==> config.mk <==
export PLATFORM = sky130hd
export DESIGN_NAME = sum_accumulator
export DESIGN_NICKNAME = d
export VERILOG_FILES = /design/src/rtl/sum_accumulator_pkg.sv /design/src/rtl/sum_accumulator.sv
export SDC_FILE = /design/constraint.sdc
export NUM_CORES = 1
export LEC_CHECK = 0
export ABC_AREA = 1
export CAP_MARGIN = 20
export CORE_MARGIN = 2
export CORE_UTILIZATION = 45
export DETAILED_ROUTE_END_ITERATION = 8
export PLACE_DENSITY_LB_ADDON = 0.1
export SYNTH_ARGS = -nofsm -noshare
export SYNTH_HDL_FRONTEND = slang
export SYNTH_SLANG_ARGS = --single-unit
==> constraint.sdc <==
create_clock -name clk -period 3.3 [get_ports clk]
set_input_delay 0.33 -clock clk [delete_from_list [all_inputs] [get_ports clk]]
set_output_delay 0.33 -clock clk [all_outputs]
set_load 0.005 [all_outputs]
==> src/rtl/sum_accumulator_pkg.sv <==
// Shared definitions for the sum accumulator: FSM state encodings and default widths.
package sum_accumulator_pkg;

  typedef enum logic [1:0] {
    S_IDLE  = 2'd0,
    S_ACCUM = 2'd1,
    S_DONE  = 2'd2
  } state_t;

  localparam int unsigned ACC_W_DEFAULT = 16;

endpackage

==> src/rtl/sum_accumulator.sv <==
// Accumulates blocks of up to N 8-bit samples and presents total/count/overflow
// on a valid/ready port; one bubble cycle separates consecutive blocks.
module sum_accumulator
  import sum_accumulator_pkg::*;
#(
  parameter int unsigned N     = 8,
  parameter int unsigned ACC_W = ACC_W_DEFAULT
) (
  input  logic             clk,
  input  logic             rst,
  input  logic             in_valid,
  output logic             in_ready,
  input  logic [7:0]       in_data,
  input  logic             flush,
  output logic             out_valid,
  input  logic             out_ready,
  output logic [ACC_W-1:0] out_sum,
  output logic [7:0]       out_count,
  output logic             out_overflow
);

  state_t           state_q, state_d;
  logic [ACC_W-1:0] acc_q, acc_d;
  logic [7:0]       count_q, count_d;
  logic             ovf_q, ovf_d;
  logic             in_ready_q, in_ready_d;
  logic [ACC_W:0]   sum_w;
  logic             accept;

  assign accept = in_valid & in_ready_q;
  assign sum_w  = {1'b0, acc_q} + {{(ACC_W - 7){1'b0}}, in_data};

  always_comb begin
    state_d = state_q;
    acc_d   = acc_q;
    count_d = count_q;
    ovf_d   = ovf_q;
    case (state_q)
      S_IDLE, S_ACCUM: begin
        if (accept) begin
          acc_d   = sum_w[ACC_W-1:0];
          count_d = count_q + 8'd1;
          ovf_d   = ovf_q | sum_w[ACC_W];
        end
        // A flush only closes a block that holds at least one sample.
        if (count_d == 8'(N) || (flush && count_d != 8'd0)) begin
          state_d = S_DONE;
        end else if (count_d != 8'd0) begin
          state_d = S_ACCUM;
        end else begin
          state_d = S_IDLE;
        end
      end
      S_DONE: begin
        if (out_ready) begin
          state_d = S_IDLE;
          acc_d   = '0;
          count_d = '0;
          ovf_d   = 1'b0;
        end
      end
      default: state_d = S_IDLE;
    endcase
    in_ready_d = (state_d != S_DONE);
  end

  // in_ready is registered so it reads 0 while rst is held, with no input path.
  always_ff @(posedge clk) begin
    if (rst) begin
      state_q    <= S_IDLE;
      acc_q      <= '0;
      count_q    <= '0;
      ovf_q      <= 1'b0;
      in_ready_q <= 1'b0;
    end else begin
      state_q    <= state_d;
      acc_q      <= acc_d;
      count_q    <= count_d;
      ovf_q      <= ovf_d;
      in_ready_q <= in_ready_d;
    end
  end

  assign in_ready     = in_ready_q;
  assign out_valid    = (state_q == S_DONE);
  assign out_sum      = (state_q == S_DONE) ? acc_q   : '0;
  assign out_count    = (state_q == S_DONE) ? count_q : '0;
  assign out_overflow = (state_q == S_DONE) ? ovf_q   : 1'b0;

endmodule

==> results of run 1 <==
-- routing by layer --
metal	global-route usage, %	wire length (um)
met2	33.9	1940
met4	7.00	59
met3	2.60	194
met1	27.4	2150
met5	0	0
-- layout by cell type (no fill, tap or decap), types with 3 or more instances in the layout --
master           count
a21oi_1             33
inv_1               37
clkbuf_8             3
nor2_1              44
nor2_4               3
nand2_1             72
ha_1                 9
dfxtp_1             28
nand3_1             18
xor2_1               4
o21ai_0             10
clkdlybuf4s50_1     39
-- per-stage QoR --
| stage | setup slack, ps | instance area [um2] | total power [mW] | std cells |
|---|---|---|---|---|
| final | 1120 | 2390 | 1.17 | 379 |
| after CTS | 1080 | 2390 | 1.18 | 379 |
| after detailed placement | 1050 | 2320 | 0.895 | 375 |
| after floorplan | 1610 | 1880 | 0.756 | 289 |
| after global routing | 969 | 2390 | 1.26 | 379 |
| after global placement | 1070 | 2320 | 0.891 | 375 |
-- flip-flops by register name (all words and copies together), names as in the netlist --
signal,cells
acc_q,16
count_q,8
state_q,2
in_ready,1
ovf_q,1
-- cells by family after synthesis --
| logic type | share of synthesized area (%) |
|---|---|
| AOI/OAI and AO/OA | 15.1 |
| xor gates and xnor gates | 1.87 |
| adders and majority gates | 7.07 |
| buffers and inverters | 9.41 |
| DFF | 29.9 |
| and+or+nand+nor | 36.6 |
-- power groups by stage --
stage / Combinational, mW / Clock (mW) / Sequential (mW)
2_1_floorplan: 0.334 / 0 / 0.422
3_3_place_gp: 0.463 / 0 / 0.429
3_5_place_dp: 0.465 / 0 / 0.430
4_1_cts: 0.470 / 0.283 / 0.423
5_1_grt: 0.530 / 0.300 / 0.429
6_report: 0.464 / 0.283 / 0.424
-- worst register-to-register path, delay by kind of cell (launching register included) --
family / cells / cell delay [ps]
and+or+nand+nor: 5 / 370
DFF: 1 / 340
adders and majority gates: 2 / 610
AOI/OAI and AO/OA: 2 / 270
xor gates and xnor gates: 1 / 170
-- layout make-up --
class / count / share of cell area [%]
repair buffers: 40 / 16.6
clock inverters: 1 / 1.26
multi-input cells: 216 / 47.6
inverters: 41 / 6.75
well taps: 50 / 2.62
flip-flops and latches: 28 / 23.4
clock buffers: 3 / 1.73
-- worst paths after layout --
| kind | start | end | slack [ps] | cells past startpoint |
|---|---|---|---|---|
| hold / removal | ovf_q | ovf_q | 470 | 2 |
| setup / recovery | state_q[1] | out_overflow | 1120 | 5 |
| setup reg to reg | acc_q[0] | acc_q[6] | 1490 | 10 |
| hold reg to reg | ovf_q | ovf_q | 470 | 2 |
==> qor.csv, run 1 <==
stage,metric,value,unit
status,status,finished clean,
layout,syn_to_final_growth,27.6,%
global_routing,grt_pass1_vias,1663,
sta,final_hold_viol_count,0,
worst_setup_path,worstPathBufferInverterCount,3,
global_routing,grt_overflow,0,
detailed_routing,viasPerCell,4.92,
worst_setup_path,arrival,1850,ps
layout,nFillCells,398,
clock_tree,cts_max_path_buffers,2,
sta,clock_skew,14.7,ps
logic_synthesis,ys.flop_type,dfxtp_1,
logic_synthesis,synthTopCellsByArea,"dfxtp_1, nand2_1, a21oi_1",
clock_tree,clkSlewWorstSetupHoldPaths,110,ps
clock_tree,cts_hold_buf,0,
clock_tree,cts_setup_buffers,0,
global_routing,grt_max_degree,27,
logic_synthesis,synth.distinct_cells,31,
worst_setup_path,cp_max_fo,26,
floorplan,ioPinCount,40,
worst_setup_path,crit_chain,inv_4 -> nor2_8 -> inv_2 -> nor2_1 -> clkdlybuf4s50_1,
logic_synthesis,async_flop_share,0,%
power,power_density,489,nW/um2
sta,fin_hold_ws,469,ps
logic_synthesis,post-synth-top-area-cell,dfxtp_1,
floorplan,fp.dieW,68.6,um
logic_synthesis,synth_cells,289,
sta,max_freq,458,MHz
worst_setup_path,crit_family,buffers and inverters,
detailed_routing,via_count,1865,
sta,fin_crit,2180,ps
detailed_routing,drt-initial-drc-count,80,
worst_setup_path,startpoint_type,flip-flop,
detailed_routing,drt_pre_antenna_iters,4,
placed_design,hpwl,3220,um
sta,setup_viol,0,
logic_synthesis,avgSynthCellArea,6.49,um2
clock_tree,clkLatencyLatePin,290,ps
power,p_int,0.710,mW
clock_tree,h-tree-depth,1,
power,vdd_drop_max,0.000248,V
power,power_switching,0.461,mW
global_routing,grt_pass1_wl,7280,um
detailed_routing,ant_nets,0,
worst_setup_path,path_class,reg2out,
sta,fin_crit_sh,66.1,%
power,leakage,0.935,nW
logic_synthesis,ys_ff_latch,28,
layout,finalNetCount,353,
detailed_routing,wirelength,4350,um
detailed_routing,wl_per_cell,11.5,um
logic_synthesis,synth_nets,312,
logic_synthesis,synth.top_cell.area_share,29.9,%
layout,register_area,561,um2
worst_setup_path,required,2970,ps
layout,diodes,0,
clock_tree,cts.sinks,28,
job,cap_violations,0,
floorplan,die_h,68.6,um
placed_design,gp_congestion,0.834,
power,p_sw_share,39.4,%
layout,multi_input_area,1140,um2
floorplan,core,4000,um2
global_routing,grt_usage,20.5,%
logic_synthesis,syn_area,1880,um2
global_routing,antenna_found_initial,0,
layout,fin_util,59.8,%
logic_synthesis,ys_seq_area_share,29.9,%
floorplan,row_count,23,
sta,finalSetupTns,0,ps
worst_setup_path,cp-end-kind,output port,
clock_tree,cts_tree,done,
worst_setup_path,crit_path_max_incr_delay,520,ps
power,combPwrFrac,39.7,%
clock_tree,cts_root_buf,clkbuf_8,
power,p_clk_share,24.2,%
sta,rsz0062_at_grt,no,
sta,drv_slew,0,
logic_synthesis,synth-edff-count,0,
clock_tree,numCtsBuffers,3,
detailed_routing,route.detailed.drc,0,
clock_tree,post_cts_resized,0,
logic_synthesis,ys_top_cells_by_count,"nand2_1, nor2_1, inv_1",
floorplan,start_util,46.9,%
floorplan,die_area,4700,um2
logic_synthesis,yosysMostFrequentCell,nand2_1,
layout,drive_gt1_share,6.99,%
sta,tightest_slew,445,ps
placed_design,port_buffers,39,
worst_setup_path,cp_slowest_cell,clkdlybuf4s50_1,
logic_synthesis,ys_warn_count,0,
power,pwr-share-seq,36.2,%
sta,slew_headroom,70.3,%
min_path,hold_path.class,reg2reg,
Note: power is estimated with default switching activity, not from simulation.
==> inputs of run 2 (changes only) <==
clock period = 2.2 ns   (was 3.3 ns; I/O delays follow)
==> run 2 against run 1 <==
Against the previous run: global-route usage fell by 0.21 points; core utilization shrank 0.50 points; clock skew down 6.0 ps; register-to-register slack lost 1100 ps; flip-flop and latch count unchanged; clock power up 1%; combinational power grew 50%; sequential power rose by 49%.
==> qor.csv, run 2 (synthesis gave the netlist of run 1 again) <==
stage,metric,value,unit
floorplan,start_util,46.9,%
detailed_routing,wirelength,4200,um
layout,syn_to_final_growth,26.5,%
placed_design,dp_slack,56.7,ps
floorplan,row_count,23,
placed_design,gp_congestion,0.803,
sta,setup_viol,0,
global_routing,grt_pass1_vias,1627,
worst_setup_path,crit_path_max_incr_delay,520,ps
detailed_routing,wl_per_cell,11.1,um
placed_design,hpwl,3170,um
global_routing,grt_usage,20.3,%
global_routing,grt_pass1_wl,7200,um
worst_setup_path,startpoint_type,flip-flop,
clock_tree,cts.sinks,28,
layout,drive_gt1_share,6.99,%
layout,nFillCells,412,
floorplan,die_area,4700,um2
layout,finalNetCount,354,
clock_tree,cts_tree,done,
detailed_routing,drt_pre_antenna_iters,4,
clock_tree,clkSlewWorstSetupHoldPaths,100,ps
worst_setup_path,path_class,reg2out,
layout,final_cell_mix,"nand2_1, nor2_1, clkdlybuf4s50_1",
floorplan,core,4000,um2
worst_setup_path,cp-end-kind,output port,
clock_tree,numCtsBuffers,3,
sta,drv_slew,0,
worst_setup_path,cp_max_fo,26,
floorplan,fp.dieW,68.6,um
global_routing,grt_max_degree,27,
sta,fin_crit,2010,ps
layout,final_cells,379,
sta,clock_skew,8.70,ps
sta,slew_headroom,72.8,%
floorplan,die_h,68.6,um
placed_design,port_buffers,39,
sta,final_hold_viol_count,0,
sta,finalSetupTns,0,ps
placed_design,place_inst,376,
power,leakage,0.927,nW
worst_setup_path,required,1980,ps
sta,fin_crit_sh,91.5,%
power,fin_total_pwr,1.62,mW
clock_tree,cts_root_buf,clkbuf_8,
clock_tree,post_cts_resized,0,
floorplan,ioPinCount,40,
sta,tightest_slew,404,ps
clock_tree,clkLatencyLatePin,280,ps
sta,rsz0062_at_grt,no,
global_routing,antenna_found_initial,0,
layout,largest_reg_flops,16,
clock_tree,cts_setup_buffers,0,
layout,diodes,0,
global_routing,grt_overflow,0,
job,cap_violations,0,
detailed_routing,ant_nets,0,
worst_setup_path,crit_chain,inv_4 -> nor2_8 -> inv_4 -> nor2_1 -> clkdlybuf4s50_1,
worst_setup_path,arrival,1790,ps
clock_tree,cts_max_path_buffers,2,
layout,reg.largest.list,"acc_q (16), count_q (8), state_q (2)",
min_path,hold_path.class,reg2reg,
layout,layout_commonest_cell,nand2_1,
worst_setup_path,cp_slowest_cell,clkdlybuf4s50_1,
power,power_density,681,nW/um2
sta,fin_ws,186,ps
detailed_routing,viasPerCell,4.93,
detailed_routing,via_count,1868,
detailed_routing,drt-initial-drc-count,125,
clock_tree,h-tree-depth,1,
detailed_routing,route.detailed.drc,0,
power,vdd_drop_max,0.000376,V
clock_tree,cts_hold_buf,0,
layout,regMostFlops,acc_q,
status,status,finished clean,
sta,max_freq,497,MHz
worst_setup_path,cp_common_cell,inv_4,
[run 2: cell count changes in the layout (fill, tap and decap cells not counted)]
cell / change
buf_4: +1
inv_4: +1
inv_2: -1
bufinv_16: -1
[run 2: area by class of cell]
cell class	instances	area, um2	share of cell area (%)
multi-input cells	216	1140	48.0
flip-flops and latches	28	561	23.6
repair buffers	41	405	17.1
inverters	41	164	6.91
well taps	50	62.6	2.64
clock buffers	3	41.3	1.74
[run 2: final timing paths]
path / slack (ps) / cells past startpoint / start / end
max reg2reg: 370 / 11 / acc_q[0] / acc_q[12]
max: 190 / 5 / state_q[1] / out_count[1]
min: 470 / 2 / ovf_q / ovf_q
min reg2reg: 470 / 2 / ovf_q / ovf_q
[run 2: worst max-delay path: cells and delay by family, from the launching register on]
kind,cells,cell delay [ps]
buf+inv,3,770
flops,1,440
simple gates,2,290
[run 2: routing by layer]
metal,global-route usage (%),wire length [um]
met5,0,0
met1,28.6,2120
met3,2.44,189
met2,31.9,1850
met4,6.75,48
[run 2: where the power goes]
part | internal [mW] | switching (mW)
Clock | 0.123 | 0.164
Sequential | 0.565 | 0.0653
Combinational | 0.260 | 0.437
[run 2: metrics by stage]
step	hold WS [ps]	instance area, um2	util, %
finish	467	2370	59.3
global route	484	2370	59.3
CTS	473	2370	59.2
detailed placement	458	2330	58.2
global placement	455	2330	58.2
floorplan	386	1880	-
==> inputs of run 3 (changes only) <==
CORE_UTILIZATION = 49   (was 45)
GPL_TIMING_DRIVEN = 0   (was not set)
==> run 3 against run 2 <==
Against the previous run: clock power fell by 1%; sequential power about the same; wire length decreased by 2.5%; flip-flop and latch count unchanged; non-clock buffer count up 1; clock skew barely moved; maximum frequency fell by 1.4%; worst setup slack got worse by 29 ps; critical path depth rose by 1; combinational power hardly changed; global-route usage increased by 0.11 points; worst hold slack got worse by 160 ps; critical endpoint is now out_count[0]; largest cell class unchanged.
==> qor.csv, run 3 (synthesis gave the netlist of run 1 again) <==
stage,metric,value,unit
layout,drive_gt1_share,7.27,%
floorplan,start_util,51.2,%
worst_setup_path,cp_max_fo,10,
detailed_routing,ant_nets,0,
status,status,finished clean,
global_routing,grt_max_degree,15,
clock_tree,clkLatencyLatePin,280,ps
placed_design,port_buffers,38,
layout,diodes,0,
clock_tree,cts_tree,done,
job,cap_violations,0,
worst_setup_path,cp-end-kind,output port,
worst_setup_path,required,1980,ps
sta,setup_viol,0,
worst_setup_path,crit_path_max_incr_delay,510,ps
clock_tree,numCtsBuffers,3,
layout,syn_to_final_growth,25.9,%
layout,reg.largest.list,"acc_q (16), count_q (8), state_q (2)",
placed_design,place_inst,375,
sta,fin_crit,2040,ps
floorplan,core,3660,um2
detailed_routing,drt-initial-drc-count,98,
detailed_routing,wirelength,4100,um
sta,drv_slew,0,
global_routing,grt_pass1_vias,1651,
worst_setup_path,arrival,1820,ps
detailed_routing,via_count,1858,
floorplan,row_count,22,
layout,finalNetCount,355,
power,leakage,0.922,nW
global_routing,grt_usage,20.4,%
sta,clock_skew,8.85,ps
global_routing,antenna_found_initial,0,
layout,largest_reg_flops,16,
worst_setup_path,rrSetupSlack,340,ps
clock_tree,cts_hold_buf,0,
worst_setup_path,cp_slowest_cell,clkdlybuf4s50_1,
clock_tree,h-tree-depth,1,
detailed_routing,wl_per_cell,10.8,um
clock_tree,cts.sinks,28,
placed_design,hpwl,3160,um
power,power_density,685,nW/um2
sta,slew_headroom,67.3,%
layout,nFillCells,363,
layout,final_cells,378,
clock_tree,clkSlewWorstSetupHoldPaths,100,ps
sta,tightest_slew,491,ps
floorplan,die_h,65.9,um
global_routing,grt_overflow,0,
sta,finalSetupTns,0,ps
power,fin_total_pwr,1.62,mW
layout,layout_commonest_cell,nand2_1,
floorplan,die_area,4340,um2
sta,final_hold_viol_count,0,
detailed_routing,viasPerCell,4.92,
min_path,hold_path.class,in2reg,
floorplan,ioPinCount,40,
sta,fin_crit_sh,92.8,%
sta,max_freq,490,MHz
detailed_routing,route.detailed.drc,0,
clock_tree,cts_root_buf,clkbuf_8,
power,vdd_drop_max,0.000437,V
global_routing,grt_pass1_wl,6950,um
layout,regMostFlops,acc_q,
detailed_routing,drt_pre_antenna_iters,4,
clock_tree,cts_max_path_buffers,2,
layout,fin_util,64.5,%
worst_setup_path,startpoint_type,flip-flop,
placed_design,place_area,2320,um2
worst_setup_path,path_class,reg2out,
floorplan,fp.dieW,65.9,um
sta,rsz0062_at_grt,no,
layout,final_cell_mix,"nand2_1, nor2_1, clkdlybuf4s50_1",
layout,fin_area,2360,um2
placed_design,gp_congestion,0.837,
worst_setup_path,crit_chain,inv_4 -> nor2_8 -> inv_2 -> clkbuf_2 -> nor2_1 -> clkdlybuf4s50_1,
-- run 3: power breakdown --
group | switching, mW | internal [mW] | total [mW]
clock | 0.160 | 0.123 | 0.283
sequential | 0.0663 | 0.567 | 0.634
combinational | 0.437 | 0.263 | 0.700
total | 0.663 | 0.954 | 1.62
-- run 3: worst paths after layout --
path	startpoint	end	cells after the start
worst max-delay path	state_q[1]	out_count[0]	6
worst min-delay path	rst	acc_q[2]	2
worst min register to register	ovf_q	ovf_q	2
worst max register to register	acc_q[0]	acc_q[12]	11
-- run 3: routing by layer --
metal,vias to the layer above,track usage [%],part of all wire (%)
li1,1007,-,-
met1,807,27.9,51
met2,39,32.1,44
met3,5,3.07,4.3
met4,0,7.81,1.3
met5,-,0,0
-- run 3: layout make-up --
class	count	area, um2	share of cell area (%)
Multi-Input combinational cell	216	1140	48.2
Buffer	4	17.5	0.742
Sequential cell	28	562	23.8
Inverter	41	161	6.84
Clock buffer	3	41.3	1.75
Tap cell	48	60.1	2.54
Timing Repair Buffer	38	380	16.1
-- run 3: metrics by stage --
stage                     worst slack, ps  hold WS, ps
after floorplan                       548          386
after global placement               39.7          444
after detailed placement             17.0          456
after CTS                            1.68          312
after global routing                 11.2          336
final                                 158          306
-- run 3: what timing repair did --
action,CTS,global route
endpoints found under the setup margin,10,20
gates resized for setup,1,3
setup buffers,0,0
-- run 3: worst max-delay path: cells and delay by family (launching register included) --
family / cells / cell delay [ps]
buffers and inverters: 4 / 900
DFF: 1 / 390
and+or+nand+nor: 2 / 250
